===== src/rtl/sym_tick_pkg.sv =====
// Shared definitions for the symbol/sample tick scheduler: FSM encoding,
// default field widths and the zero-to-one factor clamp.
package sym_tick_pkg;

  localparam int unsigned DIV_W_DEF = 13;
  localparam int unsigned SPS_W_DEF = 8;

  typedef enum logic [1:0] {
    IDLE  = 2'd0,
    RUN   = 2'd1,
    DRAIN = 2'd2
  } state_e;

  // A programmed factor of zero behaves exactly like a factor of one.
  function automatic logic [31:0] clamp_min1(input logic [31:0] v);
    return (v == 32'd0) ? 32'd1 : v;
  endfunction

endpackage


===== src/rtl/sym_tick_sched_mod_cnt.sv =====
// Modulo-N wrap counter with enable, synchronous clear and a wrap flag
// that is high on the enabled cycle where the count returns to zero.
module mod_cnt #(
  parameter int unsigned W = 8
) (
  input  logic         clk_i,
  input  logic         rst_i,
  input  logic         en_i,
  input  logic         clr_i,
  input  logic [W-1:0] mod_i,
  output logic [W-1:0] cnt_o,
  output logic         wrap_o
);

  logic [W-1:0] cnt_q, cnt_d;
  logic         at_max;

  // mod_i is always >= 1 and only changes while the count is zero.
  assign at_max = (cnt_q == mod_i - W'(1));
  assign wrap_o = en_i && at_max;
  assign cnt_o  = cnt_q;

  // NOTE: next-state gets its default first so no branch can infer a latch.
  always_comb begin
    cnt_d = cnt_q;
    if (clr_i) begin
      cnt_d = '0;
    end else if (en_i) begin
      cnt_d = at_max ? '0 : cnt_q + W'(1);
    end
  end

  // NOTE: state registers use non-blocking assignment only.
  always_ff @(posedge clk_i or posedge rst_i) begin
    if (rst_i) cnt_q <= '0;
    else       cnt_q <= cnt_d;
  end

endmodule


===== src/rtl/sym_tick_sched.sv =====
// Sample/symbol clock-enable scheduler with start/stop and symbol-aligned
// reprogramming. Optional sticky underrun flag: SYM_TICK_SCHED_UNDERRUN_EN.
module sym_tick_sched
  import sym_tick_pkg::*;
#(
  parameter int unsigned      DIV_W   = DIV_W_DEF,
  parameter int unsigned      SPS_W   = SPS_W_DEF,
  parameter logic [DIV_W-1:0] DEF_DIV = DIV_W'(4),
  parameter logic [SPS_W-1:0] DEF_SPS = SPS_W'(8)
) (
  input  logic             clk_in,
  input  logic             rst,
  input  logic             en,
  input  logic             cfg_valid,
  output logic             cfg_ready,
  input  logic [DIV_W-1:0] cfg_div,
  input  logic [SPS_W-1:0] cfg_sps,
  output logic             sample_tick,
  output logic             symbol_tick,
`ifdef SYM_TICK_SCHED_UNDERRUN_EN
  input  logic             sym_data_valid,
  output logic             underrun,
`endif
  output logic             busy
);

  state_e             state_q, state_d;
  logic [DIV_W-1:0]   div_q, div_d, pend_div_q, pend_div_d;
  logic [SPS_W-1:0]   sps_q, sps_d, pend_sps_q, pend_sps_d;
  logic               pend_valid_q, pend_valid_d;

  logic [DIV_W-1:0]   div_eff, div_cnt;
  logic [SPS_W-1:0]   sps_eff, sample_cnt;
  logic               run_act, cnt_clr, div_wrap, sample_wrap;
  logic               cfg_fire, leave_run, apply_pend;

  assign div_eff = DIV_W'(clamp_min1(32'(div_q)));
  assign sps_eff = SPS_W'(clamp_min1(32'(sps_q)));
  assign run_act = (state_q != IDLE);
  assign cnt_clr = (state_d == IDLE);

  mod_cnt #(.W(DIV_W)) u_div_cnt (
    .clk_i  (clk_in),
    .rst_i  (rst),
    .en_i   (run_act),
    .clr_i  (cnt_clr),
    .mod_i  (div_eff),
    .cnt_o  (div_cnt),
    .wrap_o (div_wrap)
  );

  mod_cnt #(.W(SPS_W)) u_sample_cnt (
    .clk_i  (clk_in),
    .rst_i  (rst),
    .en_i   (div_wrap),
    .clr_i  (cnt_clr),
    .mod_i  (sps_eff),
    .cnt_o  (sample_cnt),
    .wrap_o (sample_wrap)
  );

  assign sample_tick = run_act && (div_cnt == div_eff - DIV_W'(1));
  assign symbol_tick = sample_tick && (sample_cnt == '0);
  assign cfg_ready   = !pend_valid_q;
  assign busy        = run_act;
  assign cfg_fire    = cfg_valid && cfg_ready;

  // Stopping in RUN goes straight to IDLE only when no symbol is open after
  // this edge; a symbol started on this very edge is drained to completion.
  always_comb begin
    state_d = state_q;
    unique case (state_q)
      IDLE:  if (en) state_d = RUN;
      RUN: begin
        if (!en) begin
          if (sample_wrap || (sample_cnt == '0 && !sample_tick)) state_d = IDLE;
          else                                                   state_d = DRAIN;
        end
      end
      DRAIN: begin
        if (en)               state_d = RUN;
        else if (sample_wrap) state_d = IDLE;
      end
      default: state_d = IDLE;
    endcase
  end

  assign leave_run  = run_act && (state_d == IDLE);
  assign apply_pend = pend_valid_q && (sample_wrap || leave_run);

  always_comb begin
    div_d        = div_q;
    sps_d        = sps_q;
    pend_div_d   = pend_div_q;
    pend_sps_d   = pend_sps_q;
    pend_valid_d = pend_valid_q;
    if (state_q == IDLE) begin
      if (cfg_fire) begin
        div_d = cfg_div;
        sps_d = cfg_sps;
      end
    end else begin
      // cfg_fire implies no pending entry, so these never collide.
      if (apply_pend) begin
        div_d        = pend_div_q;
        sps_d        = pend_sps_q;
        pend_valid_d = 1'b0;
      end
      if (cfg_fire) begin
        pend_div_d   = cfg_div;
        pend_sps_d   = cfg_sps;
        pend_valid_d = 1'b1;
      end
    end
  end

  always_ff @(posedge clk_in or posedge rst) begin
    if (rst) begin
      state_q      <= IDLE;
      div_q        <= DEF_DIV;
      sps_q        <= DEF_SPS;
      pend_div_q   <= '0;
      pend_sps_q   <= '0;
      pend_valid_q <= 1'b0;
    end else begin
      state_q      <= state_d;
      div_q        <= div_d;
      sps_q        <= sps_d;
      pend_div_q   <= pend_div_d;
      pend_sps_q   <= pend_sps_d;
      pend_valid_q <= pend_valid_d;
    end
  end

`ifdef SYM_TICK_SCHED_UNDERRUN_EN
  logic underrun_q, underrun_d;

  always_comb begin
    underrun_d = underrun_q;
    if (cfg_fire)                             underrun_d = 1'b0;
    else if (symbol_tick && !sym_data_valid) underrun_d = 1'b1;
  end

  always_ff @(posedge clk_in or posedge rst) begin
    if (rst) underrun_q <= 1'b0;
    else     underrun_q <= underrun_d;
  end

  assign underrun = underrun_q;
`endif

endmodule


===== config.mk =====
export PLATFORM = sky130hd
export DESIGN_NAME = sym_tick_sched
export DESIGN_NICKNAME = d
export VERILOG_FILES = /design/src/rtl/sym_tick_pkg.sv /design/src/rtl/sym_tick_sched_mod_cnt.sv /design/src/rtl/sym_tick_sched.sv
export SDC_FILE = /design/constraint.sdc
export NUM_CORES = 1
export LEC_CHECK = 0
export ABC_AREA = 1
export CORE_MARGIN = 2
export CORE_UTILIZATION = 58
export DETAILED_ROUTE_END_ITERATION = 8
export PLACE_DENSITY = 0.88
export SLEW_MARGIN = 25
export SYNTH_ARGS = -nofsm -noshare
export SYNTH_HDL_FRONTEND = slang
export SYNTH_SLANG_ARGS = --single-unit
export TNS_END_PERCENT = 10

===== constraint.sdc =====
create_clock -name clk_in -period 8.1 [get_ports clk_in]
set_input_delay 1.215 -clock clk_in [delete_from_list [all_inputs] [get_ports clk_in]]
set_output_delay 1.215 -clock clk_in [all_outputs]
set_load 0.01 [all_outputs]

## After elaboration in Yosys (flattened, before gate mapping)

Cells that the tools add are included.

- Bits in registers: 66
- Input port bits: 25
- Output and inout bits: 4
- Logic and storage cells: 64

- Add/sub/neg operators: 4
- Eq/ne operators: 5
- Multiplexer cells: 22
- Bitwise operators: 1
- Reductions and logical operators: 24

Operator list:

| operator | number |
|---|---|
| 2-to-1 mux 13 bit | 7 |
| 2-to-1 mux 8 bit | 7 |
| logical NOT 8 bit | 2 |
| adder 13 x 1 -> 13 bit (second input constant) | 1 |
| == test 13 bit | 1 |
| logical NOT 13 bit | 1 |
| subtractor 13 x 1 -> 13 bit (second input constant) | 1 |
| 2-to-1 mux 2 bit | 5 |
| nonzero test 2 bit | 5 |
| adder 8 x 1 -> 8 bit (second input constant) | 1 |
| == test 8 bit | 1 |
| subtractor 8 x 1 -> 8 bit (second input constant) | 1 |
| logical AND 1 bit | 7 |
| case mux 2 bit (3 select lines) | 1 |
| AND reduction 2 bit | 3 |
| logical NOT 2 bit | 2 |
| == test 2 x 1 -> 1 bit (second input constant) | 1 |
| == test 2 bit (second input constant) | 1 |
| logical NOT 1 bit | 2 |
| logical OR 1 bit | 2 |
| 2-to-1 mux 1 bit | 2 |
| inequality test 2 bit (second input constant) | 1 |
| inverter 1 bit | 1 |

## Longest topological paths before layout

- Depth in word-level cells: 17
- Mapped depth: 28
- Mapped depth without buffers: 27

## Modules after synthesis

Synthesis repeated with hierarchy kept, for this count alone.

- Cell total of the unflattened synthesis: 745
- Area, all modules: 5046.1 sq um

By module, submodules not included:

| module | times used | cells an instance | area each (sq um) |
|---|---|---|---|
| sym_tick_sched | 1 | 377 | 2722.6 |
| mod_cnt at u_div_cnt | 1 | 247 | 1534.0 |
| mod_cnt at u_sample_cnt | 1 | 121 | 789.5 |

## Worst setup path after synthesis

OpenSTA, ideal clock, no wires.

- Path type: register to output
- Start: register div_q[8]
- End: output symbol_tick
- Arrival: 2.302 ns
- Required time: 6.885 ns
- Slack: 4.583 ns
- Cell stages (with the launch flop): 19
- Buffers on the path: 0
- Cells stage by stage: dfrtp_1 -> nor2_4 -> nand2_2 -> nor2_4 -> nand2_4 -> nand2_2 -> inv_1 -> ha_1 -> xor2_1 -> nand2_1 -> nor2_1 -> nand2_1 -> nor2_1 -> nand2_1 -> nor2_1 -> nand3_2 -> nor2_4 -> nand3_2 -> nor2_1

- Cells in the longest elaborated chain, start to end: 6

Ends and longest elaborated chain:

| item | RTL line | source |
|---|---|---|
| from (decl) | sym_tick_sched.sv:28 | `logic [DIV_W-1:0] div_q, div_d, pend_div_q, pend_div_d;` |
| from (signal assigned) | sym_tick_sched.sv:127 | `div_q <= div_d;` |
| logical NOT 13 bit | sym_tick_pkg.sv:16 | `return (v == 32'd0) ? 32'd1 : v;` |
| 2-to-1 mux 13 bit * | sym_tick_pkg.sv:16 |  |
| subtractor 13 x 1 -> 13 bit * | sym_tick_sched.sv:62 | `assign sample_tick = run_act && (div_cnt == div_eff - DIV_W'(1));` |
| == test 13 bit * | sym_tick_sched.sv:62 |  |
| logical AND 1 bit * | sym_tick_sched.sv:62 |  |
| logical AND 1 bit * | sym_tick_sched.sv:63 | `assign symbol_tick = sample_tick && (sample_cnt == '0);` |
| to (decl) | sym_tick_sched.sv:19 | `output logic symbol_tick,` |

Mark *: on every way between the ends. The rest lies on a longest branch, timed or not.

## Final worst setup path

Ends and elaborated chain as after synthesis.

==> results_dict.tcl <==
set metrics [dict create \
    arrival_ps 3400 \
    p_seq_frac 0.363 \
    htreeDepth 3 \
    die_w_um 88.3 \
    ys_seq_area_frac 0.401 \
    path_clk_slew_ps 80 \
    post_cts_buffers 0 \
    yosysWarnings 0 \
    clock_tree.buffer_depth 2 \
    tightest_slew_ps 841 \
    area_growth_pct 14.2 \
    fmax_ghz 0.217 \
    r2r-end "div_q[6]" \
    numCtsBuffers 9 \
    ys_ff_latch 66 \
    grt_pass1_wl_um 15600 \
    crit_type "reg2out" \
    p_int_uw 868 \
    insertedDiodeCount 0 \
    holdWs_ps 496 \
    finalCriticalPeriod_ps 4610 \
    power-per-cell-area_nw_per_um2 303 \
    final_layout_size_suffix_gt1_frac 0.0779 \
    ff2ff_setup_slack_ps 4320 \
    period_share 0.569 \
    min_to "pend_sps_q[4]" \
    reg2reg_from "div_q[8]" \
    routedWlPerCell_um 12.7 \
    grt_overflow 0 \
    gr-usage-all-layers 0.256 \
    drv_cap 0 \
    nets 628 \
    slew_viol_final 0 \
    rsz0062_at_grt "false" \
    fp.dieArea_um2 7800 \
    pwr-share-comb 0.390 \
    crit_path_end_kind "output pin" \
    worst_hold_path_type "reg2reg" \
    totalWireLength_um 8880 \
    dp_hpwl_um 6320 \
    status "finished, final reports clean" \
    grt_pass1_vias 3475 \
    antenna_found_initial 0 \
    syn_area_um2 4120 \
    nFillCells 603 \
    io_buffers 28 \
    ctsResizeCount 0 \
    cts-hold-fix-buffers 0 \
    setup_viol 0 \
    num_vias 3640 \
    maxSlewHeadroom 0.439 \
    peakVddDrop_mv 0.170 \
    insertion_delay_ps 350 \
    power.share.clock 0.248 \
    cp_max_fo 6 \
    grt_max_degree 67 \
    globalplace.congestion 0.913 \
    drc 0 \
    start_util 0.604 \
    syn_nets 605 \
    hold_depth 2 \
    cts_tree "done" \
    io_pins 29 \
    num_rows 30 \
    hold_viol 0 \
    p_switching_uw 558 \
    antenna_left 0 \
    critPathLaunchType "flop" \
    clock-sinks 66 \
    firstDrtPassIters 7 \
    required_ps 6880 \
    skew_ps 7.09 \
    netSwitchingFraction 0.391 \
    p_leak_uw 0.00240 \
    worstRegToRegCells 25 \
    synthCells 575 \
    hold_start "pend_sps_q[4]" \
    netlist-cell-type-count 33 \
    via_per_inst 5.21 \
    drt_iter0_drc 159 \
    root_buffer "clkbuf_8" \
    coreArea_um2 6830 \
    setup_tns_ps 0 \
    chipHeight_um 88.3 \
    syn_avg_cell_area_um2 7.17 \
]
==> power groups by stage <==
stage | combinational [µW] | clock [µW] | sequential [µW]
3_3_place_gp | 539 | 0 | 514
5_1_grt | 645 | 371 | 531
4_1_cts | 559 | 356 | 515
6_report | 556 | 353 | 517
3_5_place_dp | 554 | 0 | 522
2_1_floorplan | 455 | 0 | 503
==> cell usage in the layout, fill, tap and decap left out, drive strengths merged, types with 2 or more instances in the layout <==
cell,count
clkbuf,12
o21ai,39
ha,5
dfrtp,64
clkdlybuf4s50,28
a211oi,2
a21oi,23
xor2,20
xnor2,11
buf,3
o22ai,3
nor4,4
nand4,9
nor2,60
nand2,164
inv,88
nor3,6
dfstp,2
bufinv,3
nand3,52
==> final cells by class <==
class / instances / area (µm²) / share of cell area
multi-input cells: 402 / 2050 / 0.435
flip-flops and latches: 66 / 1650 / 0.351
inverters: 88 / 330 / 0.0701
repair buffers: 31 / 303 / 0.0643
clock buffers: 12 / 155 / 0.0329
well taps: 96 / 120 / 0.0255
clock inverters: 4 / 98.8 / 0.0210
==> critical path: stages, from the launching register on <==
cell             delay, ps
dfrtp_1                450
nor2_4                 160
nand2_2                 90
nor2_4                 130
nand2_4                 90
nand2_2                 70
inv_1                   40
ha_1                   290
xor2_1                 150
nand2_1                 60
nor2_1                  80
nand2_1                 50
nor2_1                 160
nand2_1                 70
nor2_1                 140
nand3_2                110
nor2_4                 110
nand3_2                140
nor2_1                 120
clkdlybuf4s50_1        540
==> cells in the mapped netlist <==
cell | count | area (µm²)
dfrtp_1 | 64 | 1600
inv_1 | 85 | 319
nor3_1 | 6 | 30.0
buf_6 | 2 | 22.5
buf_4 | 2 | 15.0
nand3_4 | 2 | 35.0
a21oi_1 | 23 | 115
ha_1 | 5 | 62.6
o21ai_0 | 36 | 180
nand3_1 | 47 | 235
o21ai_1 | 3 | 15.0
nand3b_1 | 1 | 7.51
nor2_1 | 52 | 195
xor2_1 | 20 | 175
xnor2_1 | 11 | 96.3
nand2_1 | 156 | 586
nand2_2 | 5 | 31.3
clkbuf_1 | 13 | 48.8
nor3b_1 | 1 | 7.51
o22ai_1 | 3 | 18.8
nand2_4 | 3 | 33.8
a21boi_0 | 1 | 7.51
dfstp_2 | 2 | 52.6
buf_2 | 1 | 5.00
a211oi_1 | 2 | 15.0
nor2_2 | 2 | 12.5
buf_1 | 1 | 3.75
nor4_1 | 4 | 25.0
nand4_1 | 9 | 56.3
nand3_2 | 3 | 30.0
and3_1 | 1 | 6.26
nor2_4 | 6 | 67.6
inv_2 | 3 | 11.3
==> cells by family (layout without fill, tap and decap cells) <==
logic type / count (synthesis) / after routing / share of synthesized area
compound gates: 68 / 68 / 0.0853
xor+xnor: 31 / 31 / 0.0658
fa+ha+maj: 5 / 5 / 0.0152
buf+inv: 107 / 135 / 0.103
flops: 66 / 66 / 0.401
simple gates: 298 / 298 / 0.329
==> registers in the layout, indices dropped and copies added, names as in the netlist <==
signal,flops
div_q,13
pend_div_q,13
u_div_cnt.cnt_o,13
pend_sps_q,8
sps_q,8
u_sample_cnt.cnt_o,8
state_q,2
pend_valid_q,1
==> how the worst max path moves through the flow <==
stage / start / to / slack (ps) / cells after the start
final: div_q[8] / symbol_tick / 3490 / 19
after global routing: div_q[7] / symbol_tick / 3220 / 19
after CTS: div_q[8] / symbol_tick / 3500 / 19
after detailed placement: div_q[8] / symbol_tick / 3870 / 19
after global placement: div_q[8] / symbol_tick / 3930 / 19
after floorplan: div_q[8] / symbol_tick / 4580 / 18
==> stage by stage <==
step / util / instance area, µm² / cells / setup slack, ps / total power [µW]
3_3_place_gp: 0.652 / 4450 / 683 / 3930 / 1050
3_5_place_dp: 0.652 / 4460 / 683 / 3870 / 1080
4_1_cts: 0.690 / 4710 / 699 / 3500 / 1430
2_1_floorplan: - / 4120 / 575 / 4580 / 958
6_report: 0.690 / 4710 / 699 / 3490 / 1430
5_1_grt: 0.690 / 4710 / 699 / 3220 / 1550
==> per-layer routing <==
layer / global-route usage / share of wire
met1: 0.351 / 0.47
met2: 0.418 / 0.47
met3: 0.0345 / 0.044
met4: 0.0923 / 0.015
met5: 0 / 0
Note: power is estimated with default switching activity, not from simulation.
